<file path="src/rtl/ex_mem_buffer.sv">
// EX/MEM pipeline buffer between execute and memory stages.
// Default build: single-register stage with a combinational in_ready.
// With EX_MEM_SKID_EN defined: 2-entry in-order FIFO with registered in_ready.
module ex_mem_buffer #(
  parameter int unsigned DATA_W = 32,
  parameter int unsigned RD_W   = 5
) (
  input  logic              clk,
  input  logic              reset,
  input  logic              in_valid,
  output logic              in_ready,
  input  logic [DATA_W-1:0] alu_result,
  input  logic              alu_zero,
  input  logic [DATA_W-1:0] store_data,
  input  logic [RD_W-1:0]   rd,
  input  logic              mem_read,
  input  logic              mem_write,
  input  logic              reg_write,
  input  logic              flush,
  output logic              out_valid,
  input  logic              out_ready,
  output logic [DATA_W-1:0] out_result,
  output logic              out_zero,
  output logic [DATA_W-1:0] out_store_data,
  output logic [RD_W-1:0]   out_rd,
  output logic              out_mem_read,
  output logic              out_mem_write,
  output logic              out_reg_write
);

  localparam int unsigned PAY_W = 2 * DATA_W + RD_W + 4;

  logic [PAY_W-1:0] in_pay;
  logic [PAY_W-1:0] out_pay_q;
  logic [PAY_W-1:0] out_pay_d;
  logic             out_valid_q;
  logic             out_valid_d;
  logic             push;
  logic             pop;

  // Payload packing shared by both build variants.
  assign in_pay = {alu_zero, mem_read, mem_write, reg_write, rd, store_data, alu_result};
  assign {out_zero, out_mem_read, out_mem_write, out_reg_write,
          out_rd, out_store_data, out_result} = out_pay_q;
  assign out_valid = out_valid_q;

  assign push = in_valid & in_ready;
  assign pop  = out_valid_q & out_ready;

`ifdef EX_MEM_SKID_EN

  logic [PAY_W-1:0] mem_q [2];
  logic [PAY_W-1:0] mem_d [2];
  logic             wr_ptr_q;
  logic             wr_ptr_d;
  logic             rd_ptr_q;
  logic             rd_ptr_d;
  logic [1:0]       count_q;
  logic [1:0]       count_d;
  logic             in_ready_q;
  logic             in_ready_d;

  assign in_ready = in_ready_q;

  // Next-state: slot writes, pointer wrap, occupancy and the registered head copy.
  always_comb begin
    mem_d       = mem_q;
    wr_ptr_d    = wr_ptr_q;
    rd_ptr_d    = rd_ptr_q;
    count_d     = count_q;
    out_pay_d   = out_pay_q;
    out_valid_d = out_valid_q;
    in_ready_d  = in_ready_q;
    if (flush) begin
      wr_ptr_d = 1'b0;
      rd_ptr_d = 1'b0;
      count_d  = 2'd0;
    end else begin
      if (push) begin
        mem_d[wr_ptr_q] = in_pay;
        wr_ptr_d        = ~wr_ptr_q;
      end
      if (pop) begin
        rd_ptr_d = ~rd_ptr_q;
      end
      count_d = count_q + 2'(push) - 2'(pop);
    end
    // Head copy only moves when something remains; otherwise last value is held.
    if (count_d != 2'd0) begin
      out_pay_d = mem_d[rd_ptr_d];
    end
    out_valid_d = (count_d != 2'd0);
    in_ready_d  = (count_d != 2'd2);
  end

  // State registers with synchronous reset taking priority.
  always_ff @(posedge clk) begin
    if (reset) begin
      mem_q[0]    <= '0;
      mem_q[1]    <= '0;
      wr_ptr_q    <= 1'b0;
      rd_ptr_q    <= 1'b0;
      count_q     <= 2'd0;
      in_ready_q  <= 1'b1;
      out_valid_q <= 1'b0;
      out_pay_q   <= '0;
    end else begin
      mem_q       <= mem_d;
      wr_ptr_q    <= wr_ptr_d;
      rd_ptr_q    <= rd_ptr_d;
      count_q     <= count_d;
      in_ready_q  <= in_ready_d;
      out_valid_q <= out_valid_d;
      out_pay_q   <= out_pay_d;
    end
  end

`else

  // Single stage can accept whenever it is empty or being drained this cycle.
  assign in_ready = ~out_valid_q | out_ready;

  // Next-state: flush wins over push, push reloads, lone pop empties.
  always_comb begin
    out_valid_d = out_valid_q;
    out_pay_d   = out_pay_q;
    if (flush) begin
      out_valid_d = 1'b0;
    end else if (push) begin
      out_valid_d = 1'b1;
      out_pay_d   = in_pay;
    end else if (pop) begin
      out_valid_d = 1'b0;
    end
  end

  // Stage register with synchronous reset taking priority.
  always_ff @(posedge clk) begin
    if (reset) begin
      out_valid_q <= 1'b0;
      out_pay_q   <= '0;
    end else begin
      out_valid_q <= out_valid_d;
      out_pay_q   <= out_pay_d;
    end
  end

`endif

endmodule

</file>
<file path="config.mk">
export PLATFORM = sky130hd
export DESIGN_NAME = ex_mem_buffer
export DESIGN_NICKNAME = d
export VERILOG_FILES = /design/src/rtl/ex_mem_buffer.sv
export SDC_FILE = /design/constraint.sdc
export NUM_CORES = 1
export LEC_CHECK = 0
export ABC_AREA = 1
export BUFFER_PORTS_ARGS = -buffer_cell sky130_fd_sc_hd__buf_2
export CORE_MARGIN = 5
export CORE_UTILIZATION = 43
export CTS_CLUSTER_SIZE = 28
export DETAILED_ROUTE_END_ITERATION = 10
export GPL_ROUTABILITY_DRIVEN = 0
export PLACE_DENSITY_LB_ADDON = 0.2
export SLEW_MARGIN = 20
export SYNTH_ARGS = -nofsm -noshare
export SYNTH_HDL_FRONTEND = slang
export SYNTH_SLANG_ARGS = --single-unit
</file>
<file path="constraint.sdc">
create_clock -name clk -period 1.1 [get_ports clk]
set_clock_uncertainty 0.15 [all_clocks]
set_input_delay 0.055 -clock clk [delete_from_list [all_inputs] [get_ports clk]]
set_output_delay 0.055 -clock clk [all_outputs]
set_load 0.005 [all_outputs]
</file>
Word level (Yosys, flattened, before mapping)
Index checks and enable logic that the tools add are counted.

word-level totals
  bits in registers = 74
  input bits = 78
  output and inout port bits = 75

cells by class
  multiplexer cells = 2
  bitwise logic cells = 5
  reductions and logical operators = 3

operators by type and width
  cell                 number
  AND 1 bit            2
  two-way mux 1 bit    2
  NOT 1 bit            2
  AND reduction 2 bit  1
  nonzero test 2 bit   1
  OR reduction 2 bit   1
  bitwise OR 1 bit     1

Depth between registers and ports, before layout
Gate-level depths: netlist of run 1.

  word-level depth = 4
  gate-level depth with buffers = 7
  mapped depth without buffers = 5

Worst setup path after synthesis of run 1
No wires, ideal clock.

  path type = flip-flop to flip-flop
  start point = register out_valid_q (netlist: out_valid)
  end point = register out_pay_q[55]
  library setup time = 0.115 ns
  data arrival time = 0.928 ns
  path slack = -0.093 ns
  stages on the path, launching flop included = 6
  buffers on the path = 2
  cell sequence = dfxtp_1 nand2_2 buf_6 buf_4 a21oi_1 nor2_1

between the ends
  word-level cells in the longest chain between the ends = 4

RTL lines
  item                           line  text
  start: declaration             36    logic out_valid_q;
  start signal: assignment       143   out_valid_q <= out_valid_d;
  NOT 1 bit                      121   assign in_ready = ~out_valid_q | out_ready;
  bitwise OR 1 bit               121
  named net in_ready             11    output logic in_ready,
  AND 1 bit                      47    assign push = in_valid & in_ready;
  AND reduction 2 bit (no line)  --
  end signal: assignment         144   out_pay_q <= out_pay_d;
  end: declaration               34    logic [PAY_W-1:0] out_pay_q;

The timed path passes the listed nets, and every way through them passes these cells.
A chain may end at the register's enable or synchronous reset.

Final worst setup path of run 1
  start point = register out_valid_q (netlist: out_valid)
  end point = output port in_ready

between the ends
  word-level cells in the longest chain between the ends = 2

RTL lines
  item              line
  NOT 1 bit         121
  bitwise OR 1 bit  121
  end: declaration  11

No other way between the ends.

==> summary.md, run 1 <==
| Metric | Value |
|---|---|
| CP bufs+invs | `2` |
| Starting Density | `between 40 and 50%` |
| Core ar. | `7767 µm²` |
| Post-DR vias/cell | `4.708` |
| Post-synth top area share | `~43%` |
| Die area | `approximately 10000 µm²` |
| Placed cell count | `725` |
| Hold Slack | `around 74 ps` |
| Drt total wl | `roughly 11000 µm` |
| Final ANT Viol Nets | `0` |
| Max Freq | `~800 MHz` |
| IO Port Bufs | `between 150 and 200` |
| P_leak | `approximately 3 nW` |
| First-pass GRT wire length | `~17000 µm` |
| # fillers | `566` |
| Pin count of the biggest net entering global routing | `40` |
| Max Cap Viol | `0` |
| Peak VDD IR | `0.7553 mV` |
| Worst setup SP type | `flop` |
| Pwr Density | `roughly 1100 nW/µm²` |
| Worst skew pair latency | `approximately 330 ps` |
| Most frequent cells in the layout | `buf_2 (151), dlygate4sd3_1 (76), inv_1 (75)` |
| I/O pin count | `around 150` |
| Crit path time final | `roughly 1300 ps` |
| Global Route Usage Sum | `about a fifth` |
| DR iter-0 viols | `91` |
| Post-synthesis mux area share | `0%` |
| Via Count | `3917` |
| H-tree depth | `3` |
| Setup CP Type | `reg -> out` |
| Initial antenna violation count | `0` |
| Ranking of synthesized cells by area | `dfxtp_1 (43%), a21oi_1 (11%), nand3_1 (11%)` |
| Min-delay worst type | `in -> reg` |
| Largest family of logic cells by synthesized area | `simple AND/OR/NAND/NOR gates` |
| Simple-gate share of the synthesized area | `between 20% and 30%` |
| Worst Path Required | `around 890 ps` |
| Hold Violations, Final | `0` |
| Syn Nets | `about 560` |
| Crit-path max FO | `5` |
| Critical Path, Cell by Cell | `nand2_8 > buf_12 > buf_6` |
| CP max stage cell | `dfxtp_4` |
| Adder-Cell Fraction of Synth Area | `0%` |
| CP peak stage delay | `390 ps` |
| Tcrit/Tclk final | `113.7%` |
| Slew HR | `between 70% and 80%` |
| Flops & latches, synth | `74` |
| Synth Area in Compound Gates | `10.70%` |
| Kind of cell adding the most delay to the critical path | `flip-flops` |
| CTS clock-pin slew for the worst setup and hold paths | `~80 ps` |
| Final net count | `approximately 800` |
| Root cell of the clock tree | `clkbuf_8` |
| Die span in y | `~100 µm` |
| RSZ-0062 raised after global routing | `true` |
| Post-route cell area | `5844 µm²` |
| Post-Place Cell Area | `4424 µm²` |
| Fraction of layout cells with a size suffix above 1 | `36.71%` |
| Num rows | `32` |
| Final cell count without fillers | `~830` |
| Yosys cell types | `14` |
| CTS Sinks | `74` |
| Slew @ Worst Pin | `around 370 ps` |
| Xor-xnor portion of the synthesized cell area | `0%` |
| Critical Path AT | `approximately 1100 ps` |
| Inserted Diodes | `0` |
| Failing checks | `negative setup slack` |
| Slew Viols, Final | `0` |
| Drt drc | `0` |
| DR pass1 iterations | `4` |
| Vias in the first global route | `3899` |
| Synthesized area | `around 3500 µm²` |
| HPWL after detailed placement | `6154 µm` |
| Wire length per cell | `approximately 13 µm` |
| CTS tree | `yes` |
| CP endpoint kind | `primary output` |
| Clock buffer count from CTS | `9` |
| Seq/Total Area, Yosys | `a little over two fifths` |
| Yosys warns | `0` |
| Status | `finished with violations` |
| GR Overflow Total | `0` |
| Commonest non-fill, non-tap cell in the layout | `buf_2` |
| Area added between synthesis and finish | `68.81%` |
| Largest area contributor in the netlist | `dfxtp_1` |
| Post-synthesis area per instance | `roughly 7 µm²` |
| Die W | `around 100 µm` |
| Final setup viols | `75` |
| Clk buf depth | `2` |
| Syn Inst Count | `485` |
| Final WS setup | `-150.7 ps` |
| Fin util | `75.24%` |
## state kept, by name, summed over array words and instances, names as in the netlist
signal and cells:
out_valid 1, out_pay_q 73
## metrics by stage
stage	power (mW)	worst slack, ps	setup TNS [ps]
6_report	6.684	-150.7	-8147
5_1_grt	7.020	-192.0	-11690
4_1_cts	6.648	-168.1	-8989
3_5_place_dp	4.108	-80.90	-3170
3_3_place_gp	4.082	-56.78	-2141
2_1_floorplan	3.674	-22.47	-1155
## worst register-to-register path, stage by stage (launching register included)
cell     delay (ps)
dfxtp_4         390
buf_4           150
nand2_8          80
buf_8           160
a21oi_1         150
nor2_1           70
## final timing paths
path | startpoint | slack, ps | cells past startpoint | to
worst max-delay path | out_valid$_SDFFE_PP0P_ | -150 | 3 | in_ready
worst min register to register | out_pay_q[61]$_SDFFE_PP0P_ | 330 | 2 | out_pay_q[61]$_SDFFE_PP0P_
worst min-delay path | out_ready | 70 | 4 | out_valid$_SDFFE_PP0P_
worst max register to register | out_valid$_SDFFE_PP0P_ | -140 | 5 | out_pay_q[34]$_SDFFE_PP0P_
## what timing repair did
| item | CTS | global route |
|---|---|---|
| pin swaps | 1 | 3 |
| buffers inserted | 6 | 0 |
| setup endpoints to repair | 72 | 75 |
| resized for setup | 28 | 22 |
| hold buffers | 76 | 0 |
| cloned | 6 | 3 |
| hold endpoints to repair | 74 | 0 |
## Yosys cell counts
| library cell | count |
|---|---|
| nand2_2 | 1 |
| nand3_1 | 73 |
| buf_2 | 3 |
| nand2_1 | 73 |
| inv_1 | 75 |
| inv_2 | 1 |
| dfxtp_1 | 74 |
| buf_4 | 11 |
| nor3_1 | 1 |
| buf_6 | 19 |
| clkbuf_8 | 6 |
| a21oi_1 | 74 |
| nor2_2 | 1 |
| nor2_1 | 73 |
## area by class of cell
type	instances	area, µm²	area share (%)
sequential	74	1485	25.41
tap	102	127.6	2.184
clock inverter	5	78.83	1.349
clock buffer	11	131.4	2.248
multi-input combinational	297	1567	26.80
timing repair buffer	267	2170	37.12
inverter	76	285.3	4.881
## power by group
group	internal [mW]	switching, mW
clock	1.28	0.987
sequential	2.86	0.121
combinational	0.798	0.640
total	4.94	1.75
## metal layers
| layer | wire length, µm | share of wire [%] | vias to the layer above | GRT usage (%) |
|---|---|---|---|---|
| met2 | 5752 | 52 | 130 | 38.64 |
| met3 | 636 | 5.7 | 28 | 4.628 |
| met5 | 0 | 0 | - | 0 |
| met1 | 4514 | 40 | 1774 | 24.18 |
| li1 | - | - | 1985 | - |
| met4 | 261 | 2.3 | 0 | 8.613 |
## logic make-up after synthesis
logic type	count (synthesis)
AND/OR/NAND/NOR	222
AO/OA/AOI/OAI	74
buffers and inverters	115
flip-flops	74
(Power assumes the default switching activity.)
==> run 2, diff against run 1 <==
--- a/config.mk
+++ b/config.mk
@@ -8,7 +8,7 @@
 export ABC_AREA = 1
 export BUFFER_PORTS_ARGS = -buffer_cell sky130_fd_sc_hd__buf_2
 export CORE_MARGIN = 5
-export CORE_UTILIZATION = 43
+export CORE_UTILIZATION = 45
 export CTS_CLUSTER_SIZE = 28
 export DETAILED_ROUTE_END_ITERATION = 10
 export GPL_ROUTABILITY_DRIVEN = 0
==> constraint.sdc (replaced) <==
create_clock -name clk -period 1.6 [get_ports clk]
set_clock_uncertainty 0.15 [all_clocks]
set_input_delay 0.08 -clock clk [delete_from_list [all_inputs] [get_ports clk]]
set_output_delay 0.08 -clock clk [all_outputs]
set_load 0.005 [all_outputs]
==> run 2 against run 1 <==
Against the previous run: the flow now finishes without violations; first-iteration DRC count up 74%; worst hold slack gained 94 ps; sequential power shrank 32%; non-clock buffer count fell by 33; core utilization down 9.2 points; combinational power fell by 45%; sequential share of layout area is 4.1 points higher; largest cell class unchanged.
==> summary.md, run 2 (same netlist as run 1, synthesis figures left out) <==
| Metric | Value |
|---|---|
| Status | `completed` |
| Drt drc | `0` |
| Die W | `about 98 µm` |
| Crit-path max FO | `75` |
| Root cell of the clock tree | `clkbuf_8` |
| Setup Total Neg Slack | `0 ps` |
| Post-DR vias/cell | `roughly 4.7` |
| GR Layer Usage met3 | `under 10%` |
| Met2 GRT Util | `31.00%` |
| Final setup viols | `0` |
| CP max stage cell | `dfxtp_1` |
| Wire length per cell | `between 10 and 15 µm` |
| Worst setup SP type | `flop` |
| GR Overflow Total | `0` |
| Max Freq | `660.4 MHz` |
| Pwr Density | `855.7 nW/µm²` |
| CTS clock-pin slew for the worst setup and hold paths | `around 70 ps` |
| Crit path time final | `1514 ps` |
| Hold Violations, Final | `0` |
| RSZ-0062 raised after global routing | `false` |
| Initial antenna violation count | `0` |
| Post-CTS Setup Repair Bufs | `0` |
| Hold Slack | `~170 ps` |
| Final ANT Viol Nets | `0` |
| Min-delay worst type | `in -> reg` |
| Clock buffer count from CTS | `9` |
| CTS Sinks | `74` |
| GRT busiest layer | `met2` |
| Fraction of layout cells with a size suffix above 1 | `between 20% and 30%` |
| First-pass GRT wire length | `15530 µm` |
| Max FFs per register | `73` |
| Via Count | `between 3000 and 4000` |
| Global Route Usage Sum | `19.59%` |
| Inserted Diodes | `0` |
| IO Port Bufs | `152` |
| Critical Path AT | `approximately 1300 ps` |
| Kind of cell adding the most delay to the critical path | `buffers and inverters` |
| Slew HR | `between 70 and 80%` |
| I/O pin count | `~150` |
| Met1 Use GR | `roughly a quarter` |
| Pin count of the biggest net entering global routing | `89` |
| Worst skew pair latency | `340 ps` |
| Starting Density | `between 40 and 50%` |
| Tcrit/Tclk final | `~95%` |
| Fin util | `between 60% and 70%` |
| Clk buf depth | `2` |
| Post_cts resized | `0` |
| Slew Viols, Final | `0` |
| Worst Path Required | `between 1000 and 1500 ps` |
| H-tree depth | `3` |
| Area added between synthesis and finish | `45.10%` |
| Core ar. | `7607 µm²` |
| Setup CP Type | `reg -> out` |
| Die span in y | `97.71 µm` |
| Final net count | `between 700 and 800` |
| Max Cap Viol | `0` |
| Reg with most FFs | `out_pay_q` |
| Hold buffers post-CTS | `75` |
| HPWL after detailed placement | `~5400 µm` |
| Most frequent cells in the layout | `buf_2 (152), inv_1 (75), dlygate4sd3_1 (75)` |
| Critical Path, Cell by Cell | `nand2_4 > buf_12 > buf_2` |
| Die area | `approximately 9500 µm²` |
| CP bufs+invs | `2` |
| Slew @ Worst Pin | `roughly 400 ps` |
| Drt total wl | `~9400 µm` |
| Peak VDD IR | `0.4188 mV` |
| Vias in the first global route | `3397` |
| CP peak stage delay | `350 ps` |
| P_leak | `around 2.7 nW` |
| DR iter-0 viols | `around 160` |
| Total chip power | `about 4.3 mW` |
| # fillers | `approximately 660` |
| CTS tree | `yes` |
| Commonest non-fill, non-tap cell in the layout | `buf_2` |
| DR pass1 iterations | `4` |
| CP endpoint kind | `primary output` |
| Num rows | `32` |
## run 2: cell types whose count changed in the layout (fill, tap and decap cells not counted), moves of 3 or more
cell	previous run	this run
nand3_1	70	73
buf_4	11	3
nand3_2	3	0
a21oi_1	21	74
buf_16	4	0
buf_12	14	4
a21oi_2	52	0
buf_6	6	0
## run 2: path summary, 6_finish.rpt
kind | from | slack (ps) | to | depth (start not counted)
worst max register to register | out_valid$_SDFFE_PP0P_ | 220 | out_valid$_SDFFE_PP0P_ | 3
worst min register to register | out_pay_q[40]$_SDFFE_PP0P_ | 330 | out_pay_q[40]$_SDFFE_PP0P_ | 2
worst max-delay path | out_valid$_SDFFE_PP0P_ | 90 | in_ready | 3
worst min-delay path | flush | 170 | out_pay_q[25]$_SDFFE_PP0P_ | 5
## run 2: final cells by class
| cell class | count | area, µm² | share of cell area [%] |
|---|---|---|---|
| multi-input combinational | 296 | 1311 | 26.10 |
| clock inverter | 5 | 52.55 | 1.046 |
| tap | 102 | 127.6 | 2.540 |
| clock buffer | 11 | 151.4 | 3.014 |
| timing repair buffer | 234 | 1614 | 32.13 |
| inverter | 76 | 285.3 | 5.679 |
| sequential | 74 | 1481 | 29.49 |
## run 2: tightest hold or removal path: stages
cell,delay (ps)
buf_2,120
nor2_4,60
buf_12,170
a21oi_1,140
nor2_1,50
## run 2: report_power, final
group          leakage (nW)  internal (mW)  switching, mW  total, mW
clock                 0.105          0.797          0.682       1.48
sequential            0.610           1.97         0.0668       2.04
combinational          2.03          0.418          0.367      0.785
## run 2: metrics by stage
step                      std cells  area (µm²)  worst slack [ps]
after CTS                       798        5024             68.86
after floorplan                 485        3462             406.8
after global placement          707        4069             384.7
after global routing            798        5024             2.049
final                           798        5024             85.69
after detailed placement        707        4069             349.9
## run 2: layer usage
layer  vias to the layer above  share of wire [%]
met5                         -                  0
met4                         0                2.1
met3                        22                8.1
met2                       149                 46
met1                      1634                 43
li1                       1907                  -
==> run 3, diff against run 2 <==
--- a/config.mk
+++ b/config.mk
@@ -5,8 +5,8 @@
 export SDC_FILE = /design/constraint.sdc
 export NUM_CORES = 1
 export LEC_CHECK = 0
-export ABC_AREA = 1
 export BUFFER_PORTS_ARGS = -buffer_cell sky130_fd_sc_hd__buf_2
+export CORE_ASPECT_RATIO = 0.6
 export CORE_MARGIN = 5
 export CORE_UTILIZATION = 45
 export CTS_CLUSTER_SIZE = 28
==> run 3 against run 2 <==
Against the previous run: combinational power fell by 12%; register-to-register slack worse by 130 ps; area after synthesis shrank 2.0%; total power is 3.8% higher; largest power group unchanged.
==> summary.md, run 3 <==
| Metric | Value |
|---|---|
| Final net count | `about 620` |
| Inserted Diodes | `0` |
| Top post-synthesis cells by count | `nand2b_1 (146), dfxtp_1 (74), mux2i_1 (73)` |
| Yosys warns | `0` |
| Slew @ Worst Pin | `around 420 ps` |
| Top_reg_cell synth | `dfxtp_1` |
| Clk buf depth | `2` |
| Wire length per cell | `about 14 µm` |
| Slew Viols, Final | `0` |
| Starting Density | `46.48%` |
| Critical Path, Cell by Cell | `dlygate4sd3_1 > buf_2 > nor3b_4 > buf_12 > buf_12 > mux2i_1` |
| Seq/Total Area, Yosys | `a little over two fifths` |
| Crit path time final | `roughly 1500 ps` |
| Die W | `approximately 120 µm` |
| Setup Total Neg Slack | `0 ps` |
| Area of the multi-input gates | `1685 µm²` |
| Slew HR | `between 70 and 80%` |
| Kind of cell adding the most delay to the critical path | `buffers and inverters` |
| Post-synth top area share | `43.67%` |
| Area added between synthesis and finish | `52.93%` |
| Switching component of the power | `a little under 1 mW` |
| Part of the power in combinational logic | `between 15 and 20%` |
| Worst Path Required | `1680 ps` |
| Worst r2r src | `out_valid$_SDFFE_PP0P_` |
| RSZ-0062 raised after global routing | `false` |
| CP endpoint kind | `flop` |
| Via Count | `roughly 2900` |
| Reg with most FFs | `out_pay_q` |
| CP peak stage delay | `530 ps` |
| Max FFs per register | `73` |
| Setup CP Type | `in -> reg` |
| Flops & latches, synth | `between 70 and 80` |
| Fin util | `a little over 70%` |
| Yosys cell types | `11` |
| Initial antenna violation count | `0` |
| Hold buffers post-CTS | `between 70 and 80` |
| HPWL after detailed placement | `around 5300 µm` |
| Most used cell along the critical path | `buf_12` |
| Fraction of layout cells with a size suffix above 1 | `roughly a third` |
| Final setup viols | `0` |
| DR iter-0 viols | `119` |
| Drt drc | `0` |
| R2r worst-path depth | `5` |
| Worst setup SP type | `primary input` |
| Most frequent cell after synthesis | `nand2b_1` |
| Syn Inst Count | `322` |
| Core ar. | `7297 µm²` |
| Syn Nets | `400` |
| CTS Sinks | `between 70 and 80` |
| Status | `completed` |
| Root cell of the clock tree | `clkbuf_16` |
| Largest area contributor in the netlist | `dfxtp_1` |
| Drt total wl | `between 8000 and 9000 µm` |
| Die area | `approximately 9400 µm²` |
| Launch point of the worst path | `flush` |
| Tcrit/Tclk final | `between 90 and 100%` |
| CP bufs+invs | `4` |
| EDFF count, synth | `0` |
| Worst skew pair latency | `320 ps` |
| Peak VDD IR | `~0.59 mV` |
| Post-DR vias/cell | `~4.4` |
| Critical Path AT | `1620 ps` |
| Hold Violations, Final | `0` |
| Switching share of power | `approximately 22%` |
| P_leak | `about 2.4 nW` |
| Synthesized area | `3392 µm²` |
| Clock power frac | `~40%` |
| Seq pwr share | `between 40% and 50%` |
| Clock buffer count from CTS | `9` |
| Worst setup endpoint | `out_pay_q[25]$_SDFFE_PP0P_` |
| Commonest non-fill, non-tap cell in the layout | `buf_2` |
| # fillers | `530` |
| IO Port Bufs | `around 150` |
| Max Freq | `between 600 and 700 MHz` |
| H-tree depth | `3` |
| Vias in the first global route | `2928` |
| Crit-path max FO | `19` |
| Synth async-reset ratio | `0%` |
| Global Route Usage Sum | `a little under a fifth` |
| Pin count of the biggest net entering global routing | `around 150` |
| CTS clock-pin slew for the worst setup and hold paths | `about 50 ps` |
| GR Overflow Total | `0` |
| Crit path depth | `6` |
| Post_cts resized | `0` |
| DR pass1 iterations | `4` |
| First-pass GRT wire length | `between 10000 and 15000 µm` |
| Min-delay worst type | `in -> reg` |
| I/O pin count | `around 150` |
| Ranking of synthesized cells by area | `dfxtp_1 (44%), nand2b_1 (27%), mux2i_1 (22%)` |
| CTS tree | `yes` |
| Worst min-delay path startpoint | `in_valid` |
| Final ANT Viol Nets | `0` |
| Post-synthesis area per instance | `approximately 11 µm²` |
| Most frequent cells in the layout | `buf_2 (152), nand2b_1 (146), dlygate4sd3_1 (75)` |
| Pwr Density | `about 860 nW/µm²` |
| R2r endpoint | `out_pay_q[25]$_SDFFE_PP0P_` |
| Internal power | `3.479 mW` |
| Post-CTS Setup Repair Bufs | `0` |
| Max Cap Viol | `0` |
| Reg2reg setup slack | `90 ps` |
| CP max stage cell | `dlygate4sd3_1` |
| Reg area | `1481 µm²` |
| Num rows | `24` |
| Die span in y | `77.25 µm` |
## run 3: final cells by class
type	instances	area share [%]
clock buffers	13	5.017
well taps	104	2.508
inverters	1	0.07236
repair buffers	234	31.36
multi-input cells	223	32.49
flip-flops and latches	74	28.56
## run 3: per-stage QoR
| step | hold slack, ps | worst slack [ps] | total power [mW] | std cells | cell area [µm²] |
|---|---|---|---|---|---|
| after floorplan | 9.311 | 267.9 | 2.352 | 322 | 3392 |
| after global placement | 153.7 | 193.3 | 2.560 | 561 | 4177 |
| after detailed placement | 161.9 | 144.0 | 2.573 | 561 | 4177 |
| after CTS | 156.0 | 113.3 | 4.521 | 649 | 5187 |
| after global routing | 173.6 | 5.577 | 4.692 | 649 | 5187 |
| final | 169.7 | 62.02 | 4.462 | 649 | 5187 |
## run 3: power by group through the flow
stage | sequential, mW | combinational (mW) | clock [mW]
finish | 1.99 | 0.691 | 1.78
global placement | 2.03 | 0.534 | 0
CTS | 1.99 | 0.687 | 1.84
detailed placement | 2.03 | 0.545 | 0
global route | 2.00 | 0.755 | 1.93
floorplan | 2.03 | 0.317 | 0
## run 3: how the worst min path moves through the flow
| stage | endpoint | slack, ps | cells past startpoint |
|---|---|---|---|
| after floorplan | out_valid$_SDFFE_PP0P_ | 9 | 1 |
| after global placement | out_valid$_SDFFE_PP0P_ | 150 | 2 |
| after detailed placement | out_valid$_SDFFE_PP0P_ | 160 | 2 |
| after CTS | out_pay_q[71]$_SDFFE_PP0P_ | 160 | 4 |
| after global routing | out_pay_q[71]$_SDFFE_PP0P_ | 170 | 4 |
| final | out_pay_q[71]$_SDFFE_PP0P_ | 170 | 4 |
## run 3: logic make-up (layout without fill, tap and decap cells)
family | count (synthesis) | after routing | synth area share (%)
AND/OR/NAND/NOR | 150 | 150 | 28.14
multiplexers | 73 | 73 | 21.54
flip-flops | 74 | 74 | 43.67
buffers and inverters | 25 | 248 | 6.639
## run 3: routing by layer
layer	GRT usage [%]	vias up	part of all wire (%)
met3	7.500	13	7.8
met4	5.140	0	1.3
met2	31.66	94	47
li1	-	1475	-
met1	22.52	1283	43
met5	0	-	0
## run 3: tightest hold or removal path, stage by stage
cell and delay (ps):
buf_2 100, nor3b_4 150, buf_12 140, mux2i_1 110
